===== src/rtl/counter_pkg.sv =====
// Shared constants and helpers for the up/down counter family.
package counter_pkg;

    localparam logic CNT_WRAP = 1'b0;
    localparam logic CNT_SAT  = 1'b1;

    localparam logic CNT_DOWN = 1'b0;
    localparam logic CNT_UP   = 1'b1;

    // A one-state prescaler still needs a 1-bit register to stay legal.
    function automatic int unsigned prescale_width(input int unsigned n);
        return (n < 2) ? 1 : $clog2(n);
    endfunction

endpackage


===== src/rtl/counter_prescaler.sv =====
// Enabled-cycle divider: tick is high on the enabled cycle that completes each PRESCALE interval.
module counter_prescaler
    import counter_pkg::*;
#(
    parameter int unsigned PRESCALE = 4
) (
    input  logic clk,
    input  logic rstn,
    input  logic en,
    input  logic clr,
    output logic tick
);

    localparam int unsigned    PW   = prescale_width(PRESCALE);
    localparam logic [PW-1:0]  Last = PW'(PRESCALE - 1);
    localparam logic [PW-1:0]  OneP = PW'(1);

    logic [PW-1:0] cnt_q, cnt_d;

    assign tick = en & (cnt_q == Last);

    always_comb begin
        cnt_d = cnt_q;
        if (clr) begin
            cnt_d = '0;
        end else if (tick) begin
            cnt_d = '0;
        end else if (en) begin
            cnt_d = cnt_q + OneP;
        end
    end

    always_ff @(posedge clk or negedge rstn) begin
        if (!rstn) begin
            cnt_q <= '0;
        end else begin
            cnt_q <= cnt_d;
        end
    end

endmodule


===== src/rtl/counter_updown_mod.sv =====
// Parametrised up/down modulo counter with clear, load, wrap/saturate and terminal-count pulse.
// Optional prescaler compiled in with COUNTER_UPDOWN_MOD_PRESCALE_EN.
module counter_updown_mod
    import counter_pkg::*;
#(
    parameter int unsigned WIDTH    = 8,
    parameter int unsigned MODULUS  = 2 ** WIDTH,
    parameter int unsigned PRESCALE = 4
) (
    input  logic             clk,
    input  logic             rstn,
    input  logic             en,
    input  logic             up,
    input  logic             sat,
    input  logic             clr,
    input  logic             load,
    input  logic [WIDTH-1:0] load_val,
    output logic [WIDTH-1:0] count,
    output logic             tc,
    output logic             at_max,
    output logic             at_zero
);

    // One extra bit keeps MODULUS == 2**WIDTH representable.
    localparam logic [WIDTH:0] MaxW = (WIDTH + 1)'(MODULUS - 1);
    localparam logic [WIDTH:0] OneW = (WIDTH + 1)'(1);

    logic [WIDTH-1:0] count_q, count_d;
    logic             tc_q, tc_d;

    logic [WIDTH:0]   count_ext;
    logic [WIDTH:0]   load_ext;
    logic [WIDTH:0]   next_w;
    logic [WIDTH-1:0] load_clamped;
    logic             max_hit;
    logic             zero_hit;
    logic             end_hit;
    logic             tick;
    logic             step;
    logic             unused_carry;

`ifdef COUNTER_UPDOWN_MOD_PRESCALE_EN
    counter_prescaler #(
        .PRESCALE(PRESCALE)
    ) u_prescaler (
        .clk (clk),
        .rstn(rstn),
        .en  (en),
        .clr (clr | load),
        .tick(tick)
    );
`else
    logic unused_prescale;
    assign unused_prescale = (PRESCALE != 0);
    assign tick            = 1'b1;
`endif

    assign step      = en & tick;
    assign count_ext = {1'b0, count_q};
    assign load_ext  = {1'b0, load_val};
    assign max_hit   = (count_ext == MaxW);
    assign zero_hit  = (count_q == '0);
    assign end_hit   = (up == CNT_DOWN) ? zero_hit : max_hit;

    assign load_clamped = (load_ext > MaxW) ? MaxW[WIDTH-1:0] : load_val;

    always_comb begin
        next_w = count_ext;
        if (!end_hit) begin
            next_w = (up == CNT_UP) ? (count_ext + OneW) : (count_ext - OneW);
        end else begin
            unique case (sat)
                CNT_WRAP: next_w = (up == CNT_UP) ? '0 : MaxW;
                CNT_SAT:  next_w = count_ext;
                default:  next_w = count_ext;
            endcase
        end
    end

    assign unused_carry = next_w[WIDTH];

    // Priority: clr > load > step > hold; tc only survives a step taken at the range end.
    always_comb begin
        count_d = count_q;
        tc_d    = 1'b0;
        if (clr) begin
            count_d = '0;
        end else if (load) begin
            count_d = load_clamped;
        end else if (step) begin
            count_d = next_w[WIDTH-1:0];
            tc_d    = end_hit;
        end
    end

    always_ff @(posedge clk or negedge rstn) begin
        if (!rstn) begin
            count_q <= '0;
            tc_q    <= 1'b0;
        end else begin
            count_q <= count_d;
            tc_q    <= tc_d;
        end
    end

    assign count   = count_q;
    assign tc      = tc_q;
    assign at_max  = max_hit;
    assign at_zero = zero_hit;

endmodule

===== config.mk =====
export PLATFORM = sky130hd
export DESIGN_NAME = counter_updown_mod
export DESIGN_NICKNAME = d
export VERILOG_FILES = /design/src/rtl/counter_pkg.sv /design/src/rtl/counter_prescaler.sv /design/src/rtl/counter_updown_mod.sv
export SDC_FILE = /design/constraint.sdc
export NUM_CORES = 1
export LEC_CHECK = 0
export ABC_AREA = 1
export BUFFER_PORTS_ARGS = -buffer_cell sky130_fd_sc_hd__buf_2
export CAP_MARGIN = 0
export CELL_PAD_IN_SITES_DETAIL_PLACEMENT = 2
export CELL_PAD_IN_SITES_GLOBAL_PLACEMENT = 2
export CORE_MARGIN = 5
export CORE_UTILIZATION = 29
export CTS_BUF_LIST = sky130_fd_sc_hd__clkbuf_2 sky130_fd_sc_hd__clkbuf_4 sky130_fd_sc_hd__clkbuf_8
export CTS_CLUSTER_SIZE = 28
export DETAILED_ROUTE_END_ITERATION = 12
export HOLD_SLACK_MARGIN = 0.06
export PLACE_DENSITY = 0.85
export REMOVE_ABC_BUFFERS = 1
export SYNTH_ARGS = -nofsm -noshare
export SYNTH_HDL_FRONTEND = slang
export SYNTH_SLANG_ARGS = --single-unit

===== constraint.sdc =====
create_clock -name clk -period 3.5 [get_ports clk]
set_clock_uncertainty 0.2 [all_clocks]
set_input_delay 0.175 -clock clk [delete_from_list [all_inputs] [get_ports clk]]
set_output_delay 0.175 -clock clk [all_outputs]
set_load 0.05 [all_outputs]

# Word-level counts from Yosys, hierarchy flattened
# Index checks and enable logic that the tools add are counted.
[op_classes]
eq_ne = 2
bitwise = 1
muxes = 12
add_sub_neg = 2
reduce_logical = 3
n_lt_le_gt_ge = 1
[ops]
columns = ["operator", "count"]
rows = [
  ["$mux W8", 7],
  ["$pmux W8 S2", 1],
  ["$add A8 B1 Y8 const B", 1],
  ["$eq A8 B8 Y1 const B", 1],
  ["$gt A8 B8 Y1 const B", 1],
  ["$logic_not A8 Y1", 1],
  ["$sub A8 B1 Y8 const B", 1],
  ["$mux W1", 4],
  ["$ne A4 B4 Y1 const B", 1],
  ["$reduce_bool A3 Y1", 1],
  ["$reduce_and A2 Y1", 1],
  ["$not A1 Y1", 1],
]
[word_totals]
elab_cells = 23
ff_bits = 9
output_inout_bits = 11
inputBits = 15

# Depth between registers and ports, before layout
[depth]
depth_word = 6
depth_mapped = 12
depth_no_buf = 12

# Worst setup path after synthesis
# Ideal clock, no wire load.
[synth_path]
path_kind = "flip-flop to output port"
from = "register count_q[4] (netlist: count[4])"
to = "output at_max"
n_path_buf = 0
slack_ns = 0.768
t_arrival_ns = 2.357
required_ns = 3.125
stages_incl_launch_ff = 3
path_cell_list = "dfrtp_1 > nand2_1 > nor4_1"
[synth_via]
elab_chain_cells = 1
[synth_lines]
columns = ["element", "line_no", "source"]
rows = [
  ["start, declared", "counter_updown_mod.sv:28", "logic [WIDTH-1:0] count_q, count_d;"],
  ["start signal, assigned", "counter_updown_mod.sv:101", "count_q <= count_d;"],
  ["$eq A8 B8 Y1", "counter_updown_mod.sv:61", "assign max_hit = (count_ext == MaxW);"],
  ["end, declared", "counter_updown_mod.sv:20", "output logic at_max,"],
]
# Every way passes these cells.

# Worst setup path in the final report
[layout_path]
from = "register count_q[0] (netlist: count[0])"
to = "register count_q[6] (netlist: count[6])"
[layout_via]
elab_chain_cells = 6
elab_cells_between_ends = 12
cone_classes = "add/sub: 2; eq/ne: 2; mux: 6; reduce/logical: 2"
[layout_lines]
columns = ["element", "line_no", "source"]
rows = [
  ["$sub A8 B1 Y8, or another cell as far along", "counter_updown_mod.sv:70", "next_w = (up == CNT_UP) ? (count_ext + OneW) : (count_ext - OneW);"],
  ["$mux W8 or $mux W1 (tied branches)", "counter_updown_mod.sv:70, counter_updown_mod.sv:63", ""],
  ["$mux W8", "counter_updown_mod.sv:69", "if (!end_hit) begin"],
  ["$mux W8", "counter_updown_mod.sv:90", "end else if (step) begin"],
  ["$mux W8", "counter_updown_mod.sv:88", "end else if (load) begin"],
  ["$mux W8", "counter_updown_mod.sv:86", "if (clr) begin"],
]
# Several ways; a longest one is shown, not always the timed one. The select of a mux whose other input is x is not followed.
# A chain may end at the register's enable or synchronous reset.

==> results by group <==
CTS
  • CTS sink cnt: 9
  • Root Driver: clkbuf_4
  • Post-CTS Setup Bufs: 0
  • Clock H-tree levels: 1
  • CTS resizes: 0
  • TritonCTS buffer count: 3
  • Hold buffer count at cts: 9
  • Clock Tree Buf Depth: 2
  • Clk_lat worst skew: 0.28 ns
  • Clk slew on worst S/H paths: 0.08 ns
  • CTS tree: yes

Power
  • Pleak: 0.000661 uW
  • Logic pwr share: 50.7%
  • VDD IR max: 0.000180 V
  • Net load switching power: 230 uW
  • Int Power: 233 uW
  • Sw Share: 49.7%
  • Pwr/cell area: 401 nW/um2
  • Clock power frac: 20.0%
  • Flop pwr share: 29.3%

Placement
  • IO Port Bufs: 25
  • Dpl cells: 195
  • RD Place Congestion: 0.762
  • Final HPWL DP: 2580 um

Critical path
  • Critical Path Source Type: flip-flop
  • Kind of critical path: flip-flop to flip-flop
  • WP data arrival: 2.15 ns
  • Delay of the slowest critical-path stage: 0.48 ns
  • CP Max Fanout: 7
  • R2r endpoint: count[6]
  • Worst-path cell chain: inv_1, fa_1, inv_1, nand2_1, nand2_1, nand3_1, nand3_1, nand2_1, o21ai_0, nand2_1, nand2_1, nand2_1
  • Stages on worst setup path: 12
  • Reg2Reg Depth: 12
  • Crit. End Element: flip-flop
  • FF-to-FF setup slack: 1.32 ns
  • WP buf/inv: 2
  • CP most frequent cell: nand2_1
  • Data required time of the worst path: 3.47 ns
  • Worst path slowest cell: dfrtp_1
  • Delay-heaviest family, CP: simple AND/OR/NAND/NOR gates
  • Worst r2r src: count[0]

Status
  • Outcome: finished clean

Synthesis
  • Synth cell count leaders: nand2_1 (48), inv_1 (16), nor2_1 (16)
  • Post-Synthesis Cells: 138
  • Main combinational cell family by area after synthesis: simple AND/OR/NAND/NOR gates
  • Yosys reg bits: 9
  • Yosys cell types: 20
  • Mapped Avg Cell Area: 6.35 um2
  • Post-Synth XOR/XNOR Area: 2.00%
  • Post-synth EDFFs: 0
  • Dominant cells by area after synthesis: dfrtp_1 (26%), nand2_1 (21%), ha_1 (8.6%), inv_1 (6.9%), nor2_1 (6.9%)
  • Yosys top cell area share: 25.7%
  • Post-synth ARST share: 100%
  • Primary FF master, synth: dfrtp_1
  • Sequential area share after synthesis: 25.7%
  • Post-synthesis mux area share: 0%
  • Post-Syn Area: 876 um2
  • Yosys top cell by area: dfrtp_1
  • Compound-cell area share of the yosys netlist: 10.9%
  • Yosys warnings: 0
  • Post-Synth Adder-Cell Area: 10.9%
  • Simple-gate area share of the yosys netlist: 43.1%
  • Count leader, synth: nand2_1

Floorplanning
  • Rows: 20
  • Die X-Extent: 65.0 um
  • Initial Util: 29.4%
  • Core Region: 2980 um2
  • I/O pin cnt: 26
  • Die ar.: 4220 um2
  • Die Ht: 65.0 um

GRT
  • Initial antenna violation count: 0
  • Overflow after GRT: 0
  • Gr usage total: 19.7%
  • First-pass GRT wire length: 6240 um
  • Vias in the first global route: 1217
  • Largest net degree at the start of global routing: 13

Detailed routing
  • Drt first pass iters: 4
  • Remaining antenna violation count: 0
  • Initial DRC Count: 38
  • Vias per cell: 5.24
  • WL final: 3760 um
  • DRC: 0
  • Drt wl/cell: 18.1 um
  • Via count: 1089

STA
  • Slew Limit Headroom: 72.1%
  • Finish-stage setup viols: 0
  • Tcrit/Tclk final: 62.2%
  • Final Hold Vio Count: 0
  • Slew at the pin with the worst max-slew slack: 0.418 ns
  • Setup TNS: 0 ns
  • Final hold slack: 0.0690 ns
  • Tmin final: 2.18 ns
  • Max Freq: 459 MHz
  • RSZ-0062 raised after global routing: false
  • Slew Viols, Final: 0

Final layout
  • Layout cells sized above 1: 21.1%
  • Layout Nets: 198
  • Filler Cell Count: 377
  • Area Overhead vs Synth: 31.9%
  • Antenna cells: 0
  • Finished Layout Cells: 208

Flow run
  • Max cap viols: 0

Worst hold path
  • HP Class: input pin to asynchronous set/reset pin
logic make-up (layout without fill, tap and decap cells):
kind of cell             count (synthesis)  after routing
adder cells (fa/ha/maj)                  7              7
AO/OA/AOI/OAI                           18             18
XOR/XNOR                                 2              2
flip-flops                               9              9
buffers and inverters                   17             54
AND/OR/NAND/NOR                         85             85
layout by cell type (no fill, tap or decap), drive strengths merged:
| cell type | synthesis | routed |
|---|---|---|
| inv | 16 | 16 |
| fa | 1 | 1 |
| nor2 | 17 | 17 |
| buf | 1 | 25 |
| nand3 | 13 | 13 |
| ha | 6 | 6 |
| clkbuf | 0 | 3 |
| or2 | 1 | 1 |
| o21ai | 7 | 7 |
| nand2 | 51 | 51 |
| xor2 | 2 | 2 |
| dlygate4sd3 | 0 | 9 |
| a21oi | 9 | 9 |
| a22oi | 2 | 2 |
| nor4 | 1 | 1 |
| dfrtp | 9 | 9 |
| nand3b | 2 | 2 |
| clkinv | 0 | 1 |
area by class of cell:
cell class                      instances  area [um2]  area share [%]
Multi-Input combinational cell        112         586            50.7
Timing Repair Buffer                   34         215            18.6
Sequential cell                         9         225            19.5
Inverter                               16        60.1            5.20
Clock buffer                            3        22.5            1.95
Clock inverter                          1        5.00           0.433
Tap cell                               33        41.3            3.58
metrics by stage:
stage	total power, uW	utilization, %	setup WS [ns]	area (um2)
2_1_floorplan	288	-	0.768	871
3_3_place_gp	346	34.8	1.43	1040
3_5_place_dp	359	34.8	1.31	1040
4_1_cts	453	38.8	1.40	1150
5_1_grt	496	38.8	1.11	1150
6_report	463	38.8	1.32	1150
sequential cells by signal, indices dropped and copies added (netlist names):
name,flops
count,8
tc,1
power by group through the flow:
stage,sequential [uW],combinational (uW),clock [uW]
5_1_grt,138,259,99.4
4_1_cts,134,233,85.5
6_report,136,235,92.4
2_1_floorplan,171,117,0
3_5_place_dp,136,223,0
3_3_place_gp,135,211,0
worst max path at each step:
stage | from | end | slack [ns]
3_3_place_gp | up | count[5] | 1.43
6_report | count[0] | count[6] | 1.32
5_1_grt | count[0] | count[6] | 1.11
2_1_floorplan | count[4] | at_max | 0.77
3_5_place_dp | up | count[5] | 1.31
4_1_cts | count[0] | count[6] | 1.40
layer usage:
layer,global-route usage (%),wire length (um),vias to the layer above
met3,2.95,136,6
met1,23.7,1590,534
met4,6.33,44,0
met2,35.5,2000,27
li1,-,-,522
met5,0,0,-
No activity file was read; power rests on OpenSTA's default activity.
